==> src/rtl/fetch_stage.sv <==
// MIPS instruction-fetch stage: PC register, req/ack imem read, instruction register split into fields.
// Define FETCH_TIMEOUT_EN to add a sticky fetch-timeout error state (S_ERR, exits only on reset).
module fetch_stage #(
    parameter logic [31:0] RESET_PC       = 32'h0000_0000,
    parameter int unsigned TIMEOUT_CYCLES = 16
) (
    input  logic        i_clk,
    input  logic        i_rst,
    output logic        o_imem_req,
    output logic [31:0] o_imem_addr,
    input  logic        i_imem_ack,
    input  logic [31:0] i_imem_rdata,
    input  logic        i_stall,
    input  logic        i_c_branch,
    input  logic [31:0] i_branch_target,
    input  logic        i_c_jump,
    input  logic [31:0] i_jump_target,
    output logic        o_valid,
    output logic [31:0] o_pc,
    output logic [31:0] o_pc_plus4,
    output logic [31:0] o_instr,
    output logic [5:0]  o_opcode,
    output logic [4:0]  o_Rs,
    output logic [4:0]  o_Rt,
    output logic [4:0]  o_Rd,
    output logic [5:0]  o_funct,
    output logic [15:0] o_imm16,
    output logic        o_fetch_err
);

    typedef enum logic [1:0] {
        S_IDLE,
        S_REQ,
        S_OUT
`ifdef FETCH_TIMEOUT_EN
        , S_ERR
`endif
    } state_t;

    state_t      state, state_nxt;
    logic [31:0] pc, pc_nxt;
    logic [31:0] instr, instr_nxt;
    logic [31:0] redirect_pc;

    // Jump beats branch; targets are word-aligned by dropping the low two bits.
    always_comb begin
        if (i_c_jump)        redirect_pc = i_jump_target & ~32'd3;
        else if (i_c_branch) redirect_pc = i_branch_target & ~32'd3;
        else                 redirect_pc = pc + 32'd4;
    end

`ifdef FETCH_TIMEOUT_EN
    localparam int CW = $clog2(TIMEOUT_CYCLES + 1);
    logic [CW-1:0] to_cnt, to_cnt_nxt;
    logic          to_expire;
    assign to_expire = (32'(to_cnt) + 32'd1 >= 32'(TIMEOUT_CYCLES));
`endif

    always_comb begin
        state_nxt  = state;
        pc_nxt     = pc;
        instr_nxt  = instr;
        o_imem_req = 1'b0;
        o_valid    = 1'b0;
`ifdef FETCH_TIMEOUT_EN
        to_cnt_nxt = '0;
`endif
        case (state)
            S_IDLE: state_nxt = S_REQ;
            S_REQ: begin
                o_imem_req = 1'b1;
                if (i_imem_ack) begin
                    instr_nxt = i_imem_rdata;
                    state_nxt = S_OUT;
                end
`ifdef FETCH_TIMEOUT_EN
                else if (to_expire) state_nxt = S_ERR;
                else                to_cnt_nxt = to_cnt + 1'b1;
`endif
            end
            S_OUT: begin
                o_valid = 1'b1;
                if (!i_stall) begin
                    pc_nxt    = redirect_pc;
                    state_nxt = S_REQ;
                end
            end
`ifdef FETCH_TIMEOUT_EN
            S_ERR: state_nxt = S_ERR;
`endif
            default: state_nxt = S_IDLE;
        endcase
    end

    always_ff @(posedge i_clk or posedge i_rst) begin
        if (i_rst) begin
            state  <= S_IDLE;
            pc     <= RESET_PC;
            instr  <= '0;
`ifdef FETCH_TIMEOUT_EN
            to_cnt <= '0;
`endif
        end else begin
            state  <= state_nxt;
            pc     <= pc_nxt;
            instr  <= instr_nxt;
`ifdef FETCH_TIMEOUT_EN
            to_cnt <= to_cnt_nxt;
`endif
        end
    end

`ifdef FETCH_TIMEOUT_EN
    assign o_fetch_err = (state == S_ERR);
`else
    assign o_fetch_err = 1'b0;
`endif

    assign o_imem_addr = pc & ~32'd3;
    assign o_pc        = pc;
    assign o_pc_plus4  = pc + 32'd4;
    assign o_instr     = instr;
    assign o_opcode    = instr[31:26];
    assign o_Rs        = instr[25:21];
    assign o_Rt        = instr[20:16];
    assign o_Rd        = instr[15:11];
    assign o_funct     = instr[5:0];
    assign o_imm16     = instr[15:0];

endmodule
==> config.mk <==
export PLATFORM = sky130hd
export DESIGN_NAME = fetch_stage
export DESIGN_NICKNAME = d
export VERILOG_FILES = /design/src/rtl/fetch_stage.sv
export SDC_FILE = /design/constraint.sdc
export NUM_CORES = 1
export LEC_CHECK = 0
export CORE_MARGIN = 8
export CORE_UTILIZATION = 42
export DETAILED_ROUTE_END_ITERATION = 10
export PLACE_DENSITY_LB_ADDON = 0.25
export SYNTH_ARGS = -nofsm -noshare
export SYNTH_HDL_FRONTEND = slang
export SYNTH_SLANG_ARGS = --single-unit
export TNS_END_PERCENT = 10
==> constraint.sdc <==
create_clock -name i_clk -period 6.11 [get_ports i_clk]
set_input_delay 1.833 -clock i_clk [delete_from_list [all_inputs] [get_ports i_clk]]
set_output_delay 1.833 -clock i_clk [all_outputs]
set_load 0.02 [all_outputs]
After elaboration in Yosys (flattened, before gate mapping)
Cells that the tools add are included.
- bitwise operators: 1
- shift-type cells: 0
- magnitude comparators: 0
- multiply operators: 0
- $add $sub $neg: 1
- reduce and logical (&&, ||, !) cells: 4
- div/mod/pow operators: 0
- muxes and demuxes: 7
- equality and inequality tests: 4
- operator list (cell ; number):
    $mux 32 ; 2
    $add 32x3->32 const B ; 1
    $pmux 2 s3 ; 1
    $reduce_and 2->1 ; 3
    $mux 2 ; 2
    $ne 2x2->1 const B ; 2
    $eq 2x1->1 const B ; 1
    $eq 2x2->1 const B ; 1
    $logic_not 2->1 ; 1
    $mux 1 ; 2
    $not 1->1 ; 1
- memories: 0
- register bits: 66
- memory bits (writable): 0
- input port bits: 102
- logic and storage cells: 20
- ROM bits: 0
- latch bits: 0
- output and inout bits: 174

Depth between registers and ports, before layout
- word-level depth: 3
- gate-level depth with buffers: 7
- mapped depth without buffers: 5

Least setup slack after synthesis
Ideal clock, no wire load.
- path kind: flip-flop to output port
- start: reg pc[7], in the netlist o_pc[7]
- end: out o_pc_plus4[27]
- data arrival time: 2.272 ns
- required time: 4.277 ns
- path buffers: 1
- setup slack: 2.005 ns
- cell stages (with the launch flop): 6
- cell sequence: dfrtp_1 -> buf_2 -> nand3_4 -> or4_4 -> or4_4 -> xnor2_1
- word-level cells in the longest chain between the ends: 1
- ends and longest elaborated chain (element ; RTL line ; RTL):
    start, declared ; 41 ; logic [31:0] pc, pc_nxt;
    start signal, assigned ; 105 ; pc <= pc_nxt;
    $add 32x3->32 ; 121 ; assign o_pc_plus4 = pc + 32'd4;
    end, declared ; 20 ; output logic [31:0] o_pc_plus4,
No other way between the ends.

Worst setup path in the final report
- start: reg pc[7], in the netlist o_pc[7]
- end: out o_pc_plus4[28]
The elaborated chain is that of the path after synthesis.

==> flow_summary_export.csv <==
group,metric,value,unit
outcome,status,"finished clean",
power,power_per_cell_area,547,nW/um^2
clocking,postCtsSetupBuffers,0,
global_route,antenna_found_initial,0,
critical_path,critPathBufInv,1,
die,io_pins,276,
die,die_w,122,um
global_route,grt-ovfl-total,0,
clocking,root_buffer,"clkbuf_8",
sta,final.setup.tns,0,ns
critical_path,r2r_cells,4,
logic_synthesis,synth_area_leaders,"dfrtp_1 34%, buf_4 13%, mux2_2 7.7%",
clocking,cts_hold_buf,0,
route,wl,16600,um
placement,place_inst,819,
clocking,path_clk_slew,0.08,ns
die,initial_utilization,0.430,
sta,setup_viol,0,
power,ir_worst_vdd,0.374,mV
die,die_h,122,um
final_layout,nets,793,
clocking,clk_latency,0.34,ns
critical_path,worstPathArrival,3.11,ns
global_route,grt.total_usage,0.212,
route,drt-initial-drc-count,321,
critical_path,worstSetupEndpointType,"primary output",
hold_path,hold_path_class,"register to register",
hold_path,hold_path_depth,1,
sta,slew_headroom,0.232,
logic_synthesis,syn-instance-count,520,
logic_synthesis,ys_seq_area_frac,0.342,
die,num_rows,38,
route,route.met3.wl,1610,um
job,cap_violations,0,
power,power,3.83,mW
logic_synthesis,synth_edf_count,0,
critical_path,slowest_delay,0.90,ns
logic_synthesis,synth.distinct_cells,61,
route,remaining_drc_errors,0,
critical_path,crit_chain,"nand3_4 -> nor4_1 -> nand3_1 -> xnor2_1 -> clkdlybuf4s50_1",
critical_path,cp.required,4.28,ns
logic_synthesis,synth_largest_area_cell,"dfrtp_1",
critical_path,cp_max_fo,10,
clocking,htreeDepth,3,
logic_synthesis,async_flop_share,1.00,
critical_path,crit_family,"simple AND/OR/NAND/NOR gates",
clocking,cts_tree,"built",
final_layout,areaGrowthSynthToFinish,49.5,%
clocking,cts_buffers,9,
sta,min_period_over_period,0.810,
logic_synthesis,synthFlopType,"dfrtp_1",
clocking,post_cts_resized,0,
final_layout,fin_cells,834,
sta,slew_violations,0,
sta,tightestPinTransition,1.15,ns
final_layout,drive_gt1_frac,0.0994,
logic_synthesis,yosysTopAreaCellShare,0.342,
placement,pre_cts_slack,1.56,ns
route,detail-route-antenna-nets,0,
die,dieArea,14800,sq um
die,fp.coreArea,10900,sq um
route,vias,4617,
sta,rsz0062_at_grt,"false",
critical_path,startpoint_type,"register",
sta,finClkSkew,0.0108,ns
global_route,grt_pass1_wl,25000,um
placement,numPortBuffers,264,
route,routedWlPerCell,19.9,um
critical_path,critical_path_depth,5,
placement,finalWeightedCongestion,0.855,
logic_synthesis,ys_warn_count,0,
logic_synthesis,synth_area,4690,sq um
route,top_layer,"met4",
logic_synthesis,ys_ff_latch,64,
sta,max_freq,202,MHz
route,firstDrtPassIters,4,
logic_synthesis,syn_area_per_cell,9.01,sq um
placement,place_hpwl,12900,um
sta,setup_ws,1.16,ns
sta,whs,0.529,ns
critical_path,slowest_stage,"nor4_1",
route,m1WireLength,6340,um
sta,hold_violations,0,
critical_path,crit_type,"register to primary output",
global_route,grt_pass1_vias,4619,
clocking,clock_path_buffers,2,
sta,min_period,4.95,ns
global_route,grt_max_degree,46,
route,route.met2.wl,8320,um
route,viasPerCell,5.54,
clocking,cts_sinks,64,
power,p_leak,2.73,nW
final_layout,antenna_cells,0,
-- worst reg2reg max path, cell delays in order, from the launching register on --
cell and delay (ns):
dfrtp_1 0.55, nand3_4 0.19, nor4_1 0.90, nand3_1 0.27, a311o_1 0.42
-- power breakdown --
group          total [mW]  switching [mW]  internal, mW  leakage, nW
sequential          0.967           0.340         0.627        0.725
combinational        2.51            1.26          1.25         1.91
clock               0.355           0.170         0.185       0.0948
total                3.83            1.77          2.06         2.73
-- cell usage in the layout, fill, tap and decap left out, drive strengths merged, types with 3 or more instances in the layout --
cell           count
a2111oi            3
a211o              3
a21oi             30
a22o               5
a22oi             11
a311o              6
and3               4
and4               5
buf                8
clkbuf             9
clkdlybuf4s50    263
clkinv             4
conb               7
dfrtp             64
inv               14
mux2              32
mux2i              5
nand2             31
nand3             18
nand4             11
nor2              14
nor2b             10
nor3              10
nor3b              3
nor4              11
o211ai             8
o21ai             17
o22ai              3
o311ai             5
o31ai              4
o41ai              3
or2                5
or3               11
or4                6
xnor2             17
xor2               9
-- flip-flops by register name, indices dropped and copies added, names as in the netlist --
register and cells:
o_pc 30, state 2, o_instr 32
-- stage by stage --
stage          utilization  cell area, sq um
5_1_grt              0.644              7010
6_report             0.644              7010
2_1_floorplan            -              4710
4_1_cts              0.644              7010
3_3_place_gp         0.627              6820
3_5_place_dp         0.627              6820
-- cells in the mapped netlist, types with 11 or more instances --
library cell and count:
buf_4 81, dfrtp_1 64, mux2_2 32, nand2_1 31, a21oi_1 30, clkbuf_1 29
o21ai_0 17, xnor2_1 17, nand3_1 16, inv_1 14, nor2_1 14, a22oi_1 11
nor4_1 11
-- cell type report --
class / count / area [sq um]
fillers: 918 / 3880
repair buffers: 271 / 2690
multi-input cells: 330 / 2300
flip-flops and latches: 64 / 1600
well taps: 140 / 175
clock buffers: 9 / 124
clock inverters: 6 / 61.3
inverters: 14 / 52.6
-- routing by layer --
metal	GRT usage	up-vias
li1	-	2142
met1	0.231	2181
met2	0.380	265
met3	0.0657	29
met4	0.0802	0
met5	0	-
-- cell families (layout without fill, tap and decap cells) --
family                     count (synthesis)  count (layout)  share of synthesized area
adders and majority gates                  1               1                    0.00267
AOI/OAI and AO/OA                        114             114                      0.168
DFF                                       64              64                      0.342
and+or+nand+nor                          145             145                      0.177
xor gates and xnor gates                  26              26                     0.0486
buffers and inverters                    132             300                      0.173
other                                      1               7                   0.000800
muxes                                     37              37                     0.0876
-- final timing paths --
| kind | slack [ns] | to | startpoint |
|---|---|---|---|
| max | 1.16 | o_pc_plus4[28] | o_pc[7] |
| min | 0.53 | o_instr[22] | o_instr[22] |
| max reg2reg | 3.66 | o_pc[28] | o_pc[7] |
| min reg2reg | 0.53 | o_instr[22] | o_instr[22] |
| max in group asynchronous | 3.26 | o_pc[4] | i_rst |
| min in group asynchronous | 1.92 | o_instr[9] | i_rst |
Power figures use the tool's default switching activity.
